==> config.mk <==
export PLATFORM = sky130hd
export DESIGN_NAME = commit_trace_buffer_flat
export DESIGN_NICKNAME = d
export VERILOG_FILES = /design/src/rtl/commit_trace_buffer_if.sv /design/src/rtl/commit_trace_buffer.sv /design/src/flat_wrapper.sv
export SDC_FILE = /design/constraint.sdc
export NUM_CORES = 1
export LEC_CHECK = 0
export CAP_MARGIN = 20
export CORE_ASPECT_RATIO = 1.1
export CORE_MARGIN = 2
export CORE_UTILIZATION = 40
export DETAILED_ROUTE_END_ITERATION = 8
export PLACE_DENSITY = 0.58
export SLEW_MARGIN = 20
export SYNTH_ARGS = -nofsm -noshare
export SYNTH_HDL_FRONTEND = slang
export SYNTH_SLANG_ARGS = --single-unit
==> constraint.sdc <==
create_clock -name clk -period 12.9 [get_ports clk]
set_input_delay 1.935 -clock clk [delete_from_list [all_inputs] [get_ports clk]]
set_output_delay 1.935 -clock clk [all_outputs]
set_load 0.01 [all_outputs]
==> src/rtl/commit_trace_buffer_if.sv <==
// Commit trace buffer bus bundle.
//
// Groups the WB-stage commit tap, the capture controls, the trace drain
// handshake and the status counters into one bundle.
//   master : driver side (processor tap and trace reader)
//   slave  : the commit_trace_buffer itself
//
// Signals:
//   capture_en, clear            capture/count enable, synchronous clear pulse
//   mem_wb_valid_inst, mem_wb_IR WB-stage valid flag and instruction word
//   pipeline_commit_*            register-file write port (wr, idx, data, NPC)
//   trace_valid/trace_ready      head record handshake
//   trace_idx/data/npc           head record fields
//   trace_count                  FIFO occupancy
//   overflow, drop_count         sticky drop flag, saturating drop counter
//   retire_count, cycle_count    saturating retired-instruction / active-cycle counters
//   halted                       sticky halt-seen flag
interface commit_trace_buffer_if #(
  parameter int unsigned DEPTH = 16
) ();

  localparam int unsigned CW = $clog2(DEPTH) + 1;

  logic          capture_en;
  logic          clear;
  logic          mem_wb_valid_inst;
  logic [31:0]   mem_wb_IR;
  logic          pipeline_commit_wr;
  logic [4:0]    pipeline_commit_wr_idx;
  logic [31:0]   pipeline_commit_wr_data;
  logic [31:0]   pipeline_commit_NPC;

  logic          trace_valid;
  logic          trace_ready;
  logic [4:0]    trace_idx;
  logic [31:0]   trace_data;
  logic [31:0]   trace_npc;
  logic [CW-1:0] trace_count;
  logic          overflow;
  logic [15:0]   drop_count;
  logic [31:0]   retire_count;
  logic [31:0]   cycle_count;
  logic          halted;

  modport master (
    output capture_en, clear, mem_wb_valid_inst, mem_wb_IR,
           pipeline_commit_wr, pipeline_commit_wr_idx, pipeline_commit_wr_data,
           pipeline_commit_NPC, trace_ready,
    input  trace_valid, trace_idx, trace_data, trace_npc, trace_count,
           overflow, drop_count, retire_count, cycle_count, halted
  );

  modport slave (
    input  capture_en, clear, mem_wb_valid_inst, mem_wb_IR,
           pipeline_commit_wr, pipeline_commit_wr_idx, pipeline_commit_wr_data,
           pipeline_commit_NPC, trace_ready,
    output trace_valid, trace_idx, trace_data, trace_npc, trace_count,
           overflow, drop_count, retire_count, cycle_count, halted
  );

endinterface

==> src/rtl/commit_trace_buffer.sv <==
// Commit trace buffer.
//
// Taps the WB-stage commit port and records every architectural register
// write (x0 excluded) into a DEPTH-entry FIFO drained through a valid/ready
// reader. Also keeps saturating retired-instruction, active-cycle and
// dropped-record counters, and freezes capture once the halt instruction
// retires. Capture stays frozen until rst or clear; the FIFO remains drainable.
//
// Ports:
//   clk  system clock
//   rst  synchronous active-high reset, overrides every other input
//   bus  commit_trace_buffer_if.slave (commit tap, controls, trace drain, status)
module commit_trace_buffer #(
  parameter int unsigned DEPTH     = 16,
  parameter logic [31:0] HALT_INST = 32'h0010_0073,
  parameter logic [31:0] NOOP_INST = 32'h0000_0013
) (
  input logic                  clk,
  input logic                  rst,
  commit_trace_buffer_if.slave bus
);

  localparam int unsigned AW = $clog2(DEPTH);
  localparam int unsigned CW = AW + 1;
  localparam logic [CW-1:0] FullCount = CW'(DEPTH);

  // Record storage, no reset needed: only entries behind a valid count are read.
  logic [4:0]  mem_idx  [DEPTH];
  logic [31:0] mem_data [DEPTH];
  logic [31:0] mem_npc  [DEPTH];

  logic [AW-1:0] wptr_q, wptr_d;
  logic [AW-1:0] rptr_q, rptr_d;
  logic [CW-1:0] count_q, count_d;
  logic          overflow_q, overflow_d;
  logic [15:0]   drop_q, drop_d;
  logic [31:0]   retire_q, retire_d;
  logic [31:0]   cycle_q, cycle_d;
  logic          halted_q, halted_d;

  // Last popped record, shown on the head outputs while the FIFO is empty.
  logic [4:0]    last_idx_q, last_idx_d;
  logic [31:0]   last_data_q, last_data_d;
  logic [31:0]   last_npc_q, last_npc_d;

  logic active;
  logic push_req;
  logic pop;
  logic full;
  logic wr_en;
  logic drop;
  logic retire_hit;
  logic halt_hit;
  logic not_empty;

  logic [4:0]  head_idx;
  logic [31:0] head_data;
  logic [31:0] head_npc;

  // Control decode
  always_comb begin
    not_empty  = (count_q != '0);
    full       = (count_q == FullCount);
    active     = bus.capture_en & ~halted_q;
    push_req   = active & bus.mem_wb_valid_inst & bus.pipeline_commit_wr &
                 (bus.pipeline_commit_wr_idx != 5'd0);
    pop        = not_empty & bus.trace_ready & ~bus.clear;
    // A full FIFO still accepts a push when the head leaves in the same cycle.
    wr_en      = push_req & (~full | pop) & ~bus.clear;
    drop       = push_req & full & ~pop & ~bus.clear;
    retire_hit = active & bus.mem_wb_valid_inst & (bus.mem_wb_IR != NOOP_INST);
    halt_hit   = active & bus.mem_wb_valid_inst & (bus.mem_wb_IR == HALT_INST);
    head_idx   = mem_idx[rptr_q];
    head_data  = mem_data[rptr_q];
    head_npc   = mem_npc[rptr_q];
  end

  // Next-state
  always_comb begin
    wptr_d      = wptr_q;
    rptr_d      = rptr_q;
    count_d     = count_q;
    overflow_d  = overflow_q;
    drop_d      = drop_q;
    retire_d    = retire_q;
    cycle_d     = cycle_q;
    halted_d    = halted_q;
    last_idx_d  = last_idx_q;
    last_data_d = last_data_q;
    last_npc_d  = last_npc_q;

    if (bus.clear) begin
      wptr_d      = '0;
      rptr_d      = '0;
      count_d     = '0;
      overflow_d  = 1'b0;
      drop_d      = '0;
      retire_d    = '0;
      cycle_d     = '0;
      halted_d    = 1'b0;
      last_idx_d  = '0;
      last_data_d = '0;
      last_npc_d  = '0;
    end else begin
      if (wr_en) begin
        wptr_d = wptr_q + AW'(1);
      end
      if (pop) begin
        rptr_d      = rptr_q + AW'(1);
        last_idx_d  = head_idx;
        last_data_d = head_data;
        last_npc_d  = head_npc;
      end

      unique case ({wr_en, pop})
        2'b10:   count_d = count_q + CW'(1);
        2'b01:   count_d = count_q - CW'(1);
        default: count_d = count_q;
      endcase

      if (drop) begin
        overflow_d = 1'b1;
        if (drop_q != 16'hFFFF) begin
          drop_d = drop_q + 16'd1;
        end
      end

      if (retire_hit && (retire_q != 32'hFFFF_FFFF)) begin
        retire_d = retire_q + 32'd1;
      end
      if (active && (cycle_q != 32'hFFFF_FFFF)) begin
        cycle_d = cycle_q + 32'd1;
      end
      // Push above already used the pre-halt active, so the halt itself is recorded.
      if (halt_hit) begin
        halted_d = 1'b1;
      end
    end
  end

  // State registers
  always_ff @(posedge clk) begin
    if (rst) begin
      wptr_q      <= '0;
      rptr_q      <= '0;
      count_q     <= '0;
      overflow_q  <= 1'b0;
      drop_q      <= '0;
      retire_q    <= '0;
      cycle_q     <= '0;
      halted_q    <= 1'b0;
      last_idx_q  <= '0;
      last_data_q <= '0;
      last_npc_q  <= '0;
    end else begin
      wptr_q      <= wptr_d;
      rptr_q      <= rptr_d;
      count_q     <= count_d;
      overflow_q  <= overflow_d;
      drop_q      <= drop_d;
      retire_q    <= retire_d;
      cycle_q     <= cycle_d;
      halted_q    <= halted_d;
      last_idx_q  <= last_idx_d;
      last_data_q <= last_data_d;
      last_npc_q  <= last_npc_d;
    end
  end

  // Record storage write port
  always_ff @(posedge clk) begin
    if (!rst && wr_en) begin
      mem_idx[wptr_q]  <= bus.pipeline_commit_wr_idx;
      mem_data[wptr_q] <= bus.pipeline_commit_wr_data;
      mem_npc[wptr_q]  <= bus.pipeline_commit_NPC;
    end
  end

  // Outputs
  always_comb begin
    bus.trace_valid  = not_empty;
    bus.trace_idx    = not_empty ? head_idx  : last_idx_q;
    bus.trace_data   = not_empty ? head_data : last_data_q;
    bus.trace_npc    = not_empty ? head_npc  : last_npc_q;
    bus.trace_count  = count_q;
    bus.overflow     = overflow_q;
    bus.drop_count   = drop_q;
    bus.retire_count = retire_q;
    bus.cycle_count  = cycle_q;
    bus.halted       = halted_q;
  end

endmodule

==> src/flat_wrapper.sv <==
// flat-port wrapper written by rule: the top's interface ports become plain ports
module commit_trace_buffer_flat 
#(
  parameter int unsigned DEPTH     = 16,
  parameter logic [31:0] HALT_INST = 32'h0010_0073,
  parameter logic [31:0] NOOP_INST = 32'h0000_0013
)
  (clk, rst, bus_capture_en, bus_clear, bus_mem_wb_valid_inst, bus_mem_wb_IR, bus_pipeline_commit_wr, bus_pipeline_commit_wr_idx, bus_pipeline_commit_wr_data, bus_pipeline_commit_NPC, bus_trace_ready, bus_trace_valid, bus_trace_idx, bus_trace_data, bus_trace_npc, bus_trace_count, bus_overflow, bus_drop_count, bus_retire_count, bus_cycle_count, bus_halted);
  commit_trace_buffer_if #(.DEPTH(DEPTH)) bus_i ();
  input logic clk;
  input logic rst;
  input wire logic [$bits(bus_i.capture_en)-1:0] bus_capture_en;
  input wire logic [$bits(bus_i.clear)-1:0] bus_clear;
  input wire logic [$bits(bus_i.mem_wb_valid_inst)-1:0] bus_mem_wb_valid_inst;
  input wire logic [$bits(bus_i.mem_wb_IR)-1:0] bus_mem_wb_IR;
  input wire logic [$bits(bus_i.pipeline_commit_wr)-1:0] bus_pipeline_commit_wr;
  input wire logic [$bits(bus_i.pipeline_commit_wr_idx)-1:0] bus_pipeline_commit_wr_idx;
  input wire logic [$bits(bus_i.pipeline_commit_wr_data)-1:0] bus_pipeline_commit_wr_data;
  input wire logic [$bits(bus_i.pipeline_commit_NPC)-1:0] bus_pipeline_commit_NPC;
  input wire logic [$bits(bus_i.trace_ready)-1:0] bus_trace_ready;
  output wire logic [$bits(bus_i.trace_valid)-1:0] bus_trace_valid;
  output wire logic [$bits(bus_i.trace_idx)-1:0] bus_trace_idx;
  output wire logic [$bits(bus_i.trace_data)-1:0] bus_trace_data;
  output wire logic [$bits(bus_i.trace_npc)-1:0] bus_trace_npc;
  output wire logic [$bits(bus_i.trace_count)-1:0] bus_trace_count;
  output wire logic [$bits(bus_i.overflow)-1:0] bus_overflow;
  output wire logic [$bits(bus_i.drop_count)-1:0] bus_drop_count;
  output wire logic [$bits(bus_i.retire_count)-1:0] bus_retire_count;
  output wire logic [$bits(bus_i.cycle_count)-1:0] bus_cycle_count;
  output wire logic [$bits(bus_i.halted)-1:0] bus_halted;
  assign bus_i.capture_en = bus_capture_en;
  assign bus_i.clear = bus_clear;
  assign bus_i.mem_wb_valid_inst = bus_mem_wb_valid_inst;
  assign bus_i.mem_wb_IR = bus_mem_wb_IR;
  assign bus_i.pipeline_commit_wr = bus_pipeline_commit_wr;
  assign bus_i.pipeline_commit_wr_idx = bus_pipeline_commit_wr_idx;
  assign bus_i.pipeline_commit_wr_data = bus_pipeline_commit_wr_data;
  assign bus_i.pipeline_commit_NPC = bus_pipeline_commit_NPC;
  assign bus_i.trace_ready = bus_trace_ready;
  assign bus_trace_valid = bus_i.trace_valid;
  assign bus_trace_idx = bus_i.trace_idx;
  assign bus_trace_data = bus_i.trace_data;
  assign bus_trace_npc = bus_i.trace_npc;
  assign bus_trace_count = bus_i.trace_count;
  assign bus_overflow = bus_i.overflow;
  assign bus_drop_count = bus_i.drop_count;
  assign bus_retire_count = bus_i.retire_count;
  assign bus_cycle_count = bus_i.cycle_count;
  assign bus_halted = bus_i.halted;
  commit_trace_buffer #(.DEPTH(DEPTH), .HALT_INST(HALT_INST), .NOOP_INST(NOOP_INST)) u_core (.clk(clk), .rst(rst), .bus(bus_i));
endmodule
=== Word-level counts from Yosys, hierarchy flattened ===
Memories as Yosys holds them, arrays and structs flattened. A register that Yosys moved wholly into a read port is not among the register bits.
Index checks and enable logic that the tools add are counted.

* Flip-flop bits (word level): 164
* Latch bits: 0
* Bits in writable memories: 1,104
* ROM bits: 0
* Input port bits: 108
* Output and inout port bits: 157
* Memories kept: 3

* $add $sub $neg: 7
* Multipliers: 0
* Div/mod/pow operators: 0
* $lt $le $gt $ge: 0
* Eq/ne operators: 8
* Shifts and indexed selects: 0
* Muxes and demuxes: 12
* Bitwise gates (word level): 18
* Reductions and logical operators: 9

{| class="wikitable"
|+ Memory list
! memory !! words !! bits a word !! rd ports !! clocked after memory_dff !! write ports !! RTL line !! text
|-
| u_core.mem_data || 16 || 32 || 1 || 1 || 1 || commit_trace_buffer.sv:29 || <nowiki>logic [31:0] mem_data [DEPTH];</nowiki>
|-
| u_core.mem_npc || 16 || 32 || 1 || 1 || 1 || commit_trace_buffer.sv:30 || <nowiki>logic [31:0] mem_npc [DEPTH];</nowiki>
|-
| u_core.mem_idx || 16 || 5 || 1 || 1 || 1 || commit_trace_buffer.sv:28 || <nowiki>logic [4:0] mem_idx [DEPTH];</nowiki>
|}

{| class="wikitable"
|+ Operator list
! cell !! number
|-
| $add 32x1->32 const B || 2
|-
| $mux 32 || 2
|-
| $ne 32x32->1 const B || 2
|-
| $eq 32x21->1 const B || 1
|-
| $ne 32x5->1 const B || 1
|-
| $mux 4 || 6
|-
| $add 16x1->16 const B || 1
|-
| $ne 16x16->1 const B || 1
|-
| $and 1x1->1 || 13
|-
| $pmux 5 s2 || 1
|-
| $reduce_bool 5->1 || 2
|-
| $add 4x1->4 const B || 2
|-
| $add 5x1->5 const B || 1
|-
| $eq 5x5->1 const B || 1
|-
| $mux 5 || 1
|-
| $sub 5x1->5 const B || 1
|-
| $not 1->1 || 4
|-
| $logic_and 1x1->1 || 3
|-
| $eq 2x1->1 const B || 1
|-
| $eq 2x2->1 const B || 1
|-
| $mux 1 || 2
|-
| $reduce_and 2->1 || 1
|-
| $reduce_bool 2->1 || 1
|-
| $reduce_or 2->1 || 1
|-
| other kinds (2) || 2
|}

=== Longest topological paths before layout ===
Gate-level depths: netlist of run 1.

* Depth after elaboration: 10
* Depth in mapped cells: 15
* Mapped depth without buffers: 13

=== Least setup slack after synthesis of run 1 ===
Ideal clock, no wire load.

* Path type: in2reg
* Start point: input bus_clear
* End point: memory u_core.mem_data[0][0], enable pin
* Library setup time: 0.497 ns
* Arrival: 6.099 ns
* Required time: 12.403 ns
* Path slack: 6.304 ns
* Cell stages on the path: 8
* Path through: clkbuf_1 -> nand2b_1 -> nand3_1 -> nor2b_1 -> clkbuf_1 -> inv_1 -> or3_1 -> nor2_1

* Longest elaborated chain between the ends: 8

{| class="wikitable"
|+ Ends and longest elaborated chain
! item !! RTL line !! text
|-
| start, declared || flat_wrapper.sv:13 || <nowiki>input wire logic [$bits(bus_i.clear)-1:0] bus_clear;</nowiki>
|-
| $not 1->1 (*) || commit_trace_buffer.sv:67, commit_trace_buffer.sv:69 ||
|-
| $and 1x1->1 || commit_trace_buffer.sv:67 || <nowiki>pop = not_empty & bus.trace_ready & ~bus.clear;</nowiki>
|-
| $or 1x1->1 || commit_trace_buffer.sv:69 || <nowiki>wr_en = push_req & (~full | pop) & ~bus.clear;</nowiki>
|-
| $and 1x1->1 || commit_trace_buffer.sv:69 ||
|-
| $and 1x1->1 (*) || commit_trace_buffer.sv:69 ||
|-
| $logic_and 1x1->1 (*) || commit_trace_buffer.sv:172 || <nowiki>if (!rst && wr_en) begin</nowiki>
|-
| $mux 1 (*) || commit_trace_buffer.sv:172 ||
|-
| $mux 1 (not written as such) (*) || commit_trace_buffer.sv:174 || <nowiki>mem_data[wptr_q] <= bus.pipeline_commit_wr_data;</nowiki>
|-
| end, declared || commit_trace_buffer.sv:29 ||
|}

Mark *: on every way between the ends. The rest lies on a longest branch, timed or not.

==> run_results.csv, run 1 <==
group,metric,value,unit
placed_design,place_congestion,0.845,
setup_path,worst_ep_arrival_time,4.59,ns
die,die_y,372,µm
clock_network,numCtsBuffers,134,
setup_path,worst-path-buf-inv,2,
setup_path,cpMaxStageDelayCell,"dfxtp_4",
cells_and_area,layout_commonest_cell,"edfxtp_1",
setup_path,crit_required,10.97,ns
setup_path,worstSetupEndpoint,"bus_trace_npc[1]",
sta,max_slew_margin,26.0,%
setup_path,cp-end-kind,"primary output",
detailed_routing,drt-total-wl,115000,µm
die,start_util,40.4,%
die,dieArea,0.126,mm²
clock_network,cts.repair.resized,0,
sta,hold_viol_final,0,
sta,maxSlewViolCount,0,
setup_path,setup.worst_path.start_class,"register",
power,p_leak,17.6,nW
clock_network,cts_tree,"done",
yosys,synth-adder-area-share,0.346,%
yosys,ys_types,65,
sta,finalCriticalPeriod,6.52,ns
yosys,syn_inst,2374,
setup_path,worstReg2RegStart,"u_core.bus.halted",
yosys,syn_avg_cell_area,20.7,µm²
setup_path,critPathKind,"reg -> out",
clock_network,path_clk_slew,0.06,ns
yosys,async_reset_ff_share,0,%
sta,fin_tns_setup,0,ns
die,row_count,134,
cells_and_area,nNetsFinal,2810,
detailed_routing,via_count,24500,
yosys,synth_top_family_by_area,"multiplexers",
detailed_routing,avgRoutedWirePerCell,26.0,µm
yosys,synth_flop_cell,"edfxtp_1",
yosys,synth_compound_area_share,2.03,%
setup_path,reg2reg_depth,6,
yosys,synthXorXnorAreaFrac,1.09,%
run,cap_violations,0,
min_path,min_from,"u_core.last_data_q[1]",
clock_network,postCtsHoldBufs,0,
global_routing,grt_pass1_vias,25500,
detailed_routing,vias_per_cell,5.53,
setup_path,cp.depth,5,
setup_path,crit_chain,"buf_12 > mux4_2 > mux4_2 > mux2_2 > clkdlybuf4s50_1",
sta,setup_viol,0,
die,core_area,0.122,mm²
sta,fin_worst_skew,0.0204,ns
yosys,seq_area_frac_synth,74.3,%
yosys,syn_area,0.0492,mm²
detailed_routing,drc_errors,0,
cells_and_area,nFillCells,10100,
setup_path,reg2reg_slack,8.61,ns
setup_path,crit_fanout,110,
yosys,synthSimpleGateAreaFrac,3.63,%
clock_network,clock_sinks,1272,
clock_network,clk_latency,0.75,ns
cells_and_area,area_delta_synth_final,18.3,%
min_path,hold_class,"reg -> reg",
sta,rsz0062_at_grt,"no",
global_routing,grt_pass1_wl,170000,µm
run_status,status,"complete, no violations",
sta,timing.fmax,153,MHz
sta,post-route-period-util,50.6,%
detailed_routing,drt_iter0_drc,2236,
clock_network,htree_levels,4,
clock_network,cts_root_buffer,"clkbuf_16",
placed_design,io_buffers,264,
cells_and_area,final_cell_mix,"edfxtp_1, mux4_2, clkdlybuf4s50_1",
yosys,yosysWarnings,0,
sta,fin_hold_ws,0.468,ns
global_routing,grt_max_degree,154,
setup_path,r2r-end,"u_core.mem_npc[6][23]",
clock_network,clockBufferDepth,3,
die,die_w,338,µm
yosys,synth_seq_cells,1272,
yosys,syn_nets,2495,
yosys,muxShareOfSynthArea,17.4,%
global_routing,gr-usage-all-layers,18.4,%
global_routing,grt_overflow,0,
setup_path,path_common_cell,"mux4_2",
global_routing,antenna_found_initial,7,
placed_design,hpwl,64100,µm
clock_network,cts_setup_buffers,0,
power,irDropWorstVdd,0.121,mV
die,ios,265,
cells_and_area,fin_util,47.8,%
detailed_routing,drtPass1Iterations,5,
yosys,synth-edff-count,1104,
setup_path,crit_family,"multiplexers",
setup_path,slowest_delay,0.97,ns
detailed_routing,drt.antenna.violating_nets,0,
power,p_per_area,145,mW/mm²
cells_and_area,drive_gt1_share,24.6,%
sta,tightest_slew,1.11,ns
==> power breakdown <==
part | total [W] | internal, W | switching (W)
logic | 0.000135 | 0.0000497 | 0.0000856
registers | 0.00447 | 0.00447 | 0.00000195
clock network | 0.00381 | 0.00225 | 0.00156
==> final cells by class <==
type | count | area (µm²) | share of cell area (%)
clock inverter | 62 | 653 | 1.12
multi-input combinational | 963 | 12200 | 21.0
tap | 1632 | 2040 | 3.51
timing repair buffer | 301 | 2970 | 5.11
antenna | 4 | 10.0 | 0.0172
clock buffer | 180 | 3710 | 6.38
inverter | 17 | 63.8 | 0.110
sequential | 1272 | 36500 | 62.8
==> through the flow <==
step	instances	cell area [µm²]	total power, W	worst slack [ns]
floorplan	2374	49200	0.00459	6.30
global placement	4184	53800	0.00469	6.43
detailed placement	4184	53800	0.00469	6.23
CTS	4426	58200	0.00851	6.15
global route	4431	58200	0.00868	5.98
finish	4431	58200	0.00842	6.38
==> logic make-up (layout without fill, tap and decap cells) <==
kind of cell,count (synthesis),in the layout
DFF,1272,1272
muxes,417,417
and+or+nand+nor,341,341
buffers and inverters,139,560
AOI/OAI and AO/OA,131,131
xor gates and xnor gates,61,61
adders and majority gates,13,13
other,0,4
==> state kept, by name, summed over array words and instances, names as in the netlist, 4 cells and up, named ones only <==
name / count
u_core.last_idx_q: 5
u_core.last_data_q: 32
u_core.mem_idx: 80
u_core.bus.retire_count: 32
u_core.rptr_q: 4
u_core.last_npc_q: 32
u_core.bus.drop_count: 16
u_core.mem_data: 512
u_core.bus.cycle_count: 32
u_core.wptr_q: 4
u_core.bus.trace_count: 5
u_core.mem_npc: 512
==> how the worst min path moves through the flow <==
stage                             endpoint  slack (ns)  depth (start not counted)
floorplan            u_core.last_data_q[0]        0.44                          1
global placement     u_core.last_npc_q[18]        0.45                          1
detailed placement  u_core.last_data_q[24]        0.45                          1
CTS                  u_core.last_npc_q[24]        0.47                          1
global route        u_core.last_data_q[15]        0.48                          1
finish               u_core.last_data_q[1]        0.47                          1
==> routing by layer <==
layer	vias up	track usage (%)	part of all wire, %
met3	142	3.72	6.0
met4	4	5.16	1.8
met1	13100	24.3	42
met2	724	31.1	51
met5	-	0	0.019
li1	10500	-	-
==> synth_stat cells (all sizes together) (12+ instances only) <==
master	number	area, µm²
edfxtp	1104	33200
mux4	345	7770
dfxtp	168	3360
nor2	110	413
clkbuf	74	288
a22o	69	604
mux2	69	777
buf	47	238
xnor2	47	412
nand2	46	173
nor3	34	186
nand3	33	165
a21oi	28	140
nand4	28	211
or3	21	133
nor4	19	125
inv	17	63.8
o21ai	17	85.1
xor2	14	123
ha	12	150
(Power assumes the default switching activity.)
==> run 2, diff against run 1 <==
--- a/config.mk
+++ b/config.mk
@@ -10,7 +10,7 @@
 export CORE_MARGIN = 2
 export CORE_UTILIZATION = 40
 export DETAILED_ROUTE_END_ITERATION = 8
-export PLACE_DENSITY = 0.58
+export PLACE_DENSITY = 0.6
 export SLEW_MARGIN = 20
 export SYNTH_ARGS = -nofsm -noshare
 export SYNTH_HDL_FRONTEND = slang
==> constraint.sdc (replaced) <==
create_clock -name clk -period 5.4 [get_ports clk]
set_input_delay 0.81 -clock clk [delete_from_list [all_inputs] [get_ports clk]]
set_output_delay 0.81 -clock clk [all_outputs]
set_load 0.01 [all_outputs]
==> run 2 against run 1 <==
Net effect:
- combinational power grew 130%
- largest power group unchanged
- clock-buffer cell count shrank 9
- die area unchanged
- global-route usage is 0.31 points lower
- critical path depth stayed put
==> run_results.csv, run 2 (synthesized netlist as in run 1, its figures left out) <==
group,metric,value,unit
run_status,status,"complete, no violations",
global_routing,grt_max_degree,92,
die,core_area,0.122,mm²
cells_and_area,fin_util,48.2,%
cells_and_area,drive_gt1_share,25.1,%
detailed_routing,drt.antenna.violating_nets,0,
run,cap_violations,0,
detailed_routing,drc_errors,0,
setup_path,crit_chain,"buf_12 > mux4_2 > mux4_2 > mux2_2 > clkdlybuf4s50_1",
setup_path,slowest_delay,0.64,ns
global_routing,grt_overflow,0,
sta,max_slew_margin,35.1,%
die,row_count,134,
sta,setup_viol,0,
clock_network,path_clk_slew,0.06,ns
cells_and_area,final_cell_mix,"edfxtp_1, mux4_2, clkdlybuf4s50_1",
sta,timing.fmax,209,MHz
clock_network,cts.repair.resized,0,
clock_network,cts_setup_buffers,0,
die,die_w,338,µm
clock_network,clock_sinks,1272,
sta,hold_viol_final,0,
power,irDropWorstVdd,0.324,mV
min_path,hold_class,"reg -> reg",
sta,finalCriticalPeriod,4.78,ns
setup_path,crit_fanout,72,
power,p_per_area,341,mW/mm²
sta,rsz0062_at_grt,"no",
setup_path,cpMaxStageDelayCell,"dfxtp_4",
clock_network,cts_root_buffer,"clkbuf_16",
clock_network,cts_tree,"done",
detailed_routing,via_count,24400,
die,ios,265,
setup_path,worst-path-buf-inv,2,
setup_path,cp-end-kind,"primary output",
placed_design,io_buffers,264,
sta,tightest_slew,0.970,ns
global_routing,grt_pass1_wl,169000,µm
detailed_routing,drt-total-wl,113000,µm
die,dieArea,0.126,mm²
sta,post-route-period-util,88.5,%
die,die_y,372,µm
setup_path,worst_ep_arrival_time,3.97,ns
detailed_routing,avgRoutedWirePerCell,25.5,µm
global_routing,antenna_found_initial,20,
power,total_power,0.0200,W
global_routing,gr-usage-all-layers,18.1,%
clock_network,clk_latency,0.76,ns
detailed_routing,drtPass1Iterations,5,
power,p_leak,17.7,nW
setup_path,path_common_cell,"mux4_2",
setup_path,setup.worst_path.start_class,"register",
detailed_routing,vias_per_cell,5.48,
setup_path,crit_family,"multiplexers",
detailed_routing,drt_iter0_drc,1954,
die,start_util,40.4,%
cells_and_area,nNetsFinal,2831,
clock_network,numCtsBuffers,132,
cells_and_area,top_regs,"u_core.mem_data (512), u_core.mem_npc (512), u_core.mem_idx (80)",
placed_design,place_congestion,0.863,
cells_and_area,nFillCells,9930,
placed_design,hpwl,64600,µm
sta,fin_worst_skew,0.0397,ns
sta,maxSlewViolCount,0,
clock_network,htree_levels,4,
clock_network,postCtsHoldBufs,0,
setup_path,critPathKind,"reg -> out",
cells_and_area,area_delta_synth_final,19.2,%
clock_network,clockBufferDepth,3,
cells_and_area,layout_commonest_cell,"edfxtp_1",
global_routing,grt_pass1_vias,25800,
setup_path,crit_required,4.59,ns
run 2: layout make-up:
class                      instances  area, µm²  area share [%]
clock buffer                     171       3620            6.17
antenna                            6       15.0          0.0256
inverter                          17       63.8           0.109
multi-input combinational        963      12200            20.8
timing repair buffer             324       3440            5.87
tap                             1632       2040            3.48
sequential                      1272      36500            62.3
clock inverter                    68        691            1.18
run 2: routing by layer:
metal,vias up,global-route usage (%),share of wire (%)
met5,-,0,0.092
met4,18,5.56,2.3
met3,193,4.28,6.7
met2,752,30.2,50
met1,12900,23.6,41
li1,10500,-,-
run 2: worst paths after layout:
kind                             start                    to  slack (ns)  cells after the start
setup / recovery              register      bus_trace_npc[1]        0.62                      5
hold / removal    u_core.last_idx_q[2]  u_core.last_idx_q[2]        0.47                      1
setup reg to reg     u_core.bus.halted  u_core.mem_idx[3][1]        1.88                      7
hold reg to reg   u_core.last_idx_q[2]  u_core.last_idx_q[2]        0.47                      1
run 2: report_power, final:
| part | internal, W | switching [W] | total, W |
|---|---|---|---|
| clock network | 0.00528 | 0.00374 | 0.00902 |
| logic | 0.000120 | 0.000195 | 0.000316 |
| registers | 0.0107 | 0.00000405 | 0.0107 |
| total | 0.0161 | 0.00394 | 0.0200 |
run 2: stage by stage:
| step | instance area (µm²) | hold WS, ns | std cells | setup WS, ns | setup TNS, ns |
|---|---|---|---|---|---|
| 4_1_cts | 58600 | 0.472 | 4447 | 0.492 | 0 |
| 5_1_grt | 58600 | 0.482 | 4453 | 0.400 | 0 |
| 2_1_floorplan | 49200 | 0.439 | 2374 | -0.0711 | -19.62 |
| 3_3_place_gp | 54300 | 0.452 | 4208 | 0.510 | 0 |
| 6_report | 58600 | 0.468 | 4453 | 0.623 | 0 |
| 3_5_place_dp | 54300 | 0.450 | 4208 | 0.432 | 0 |
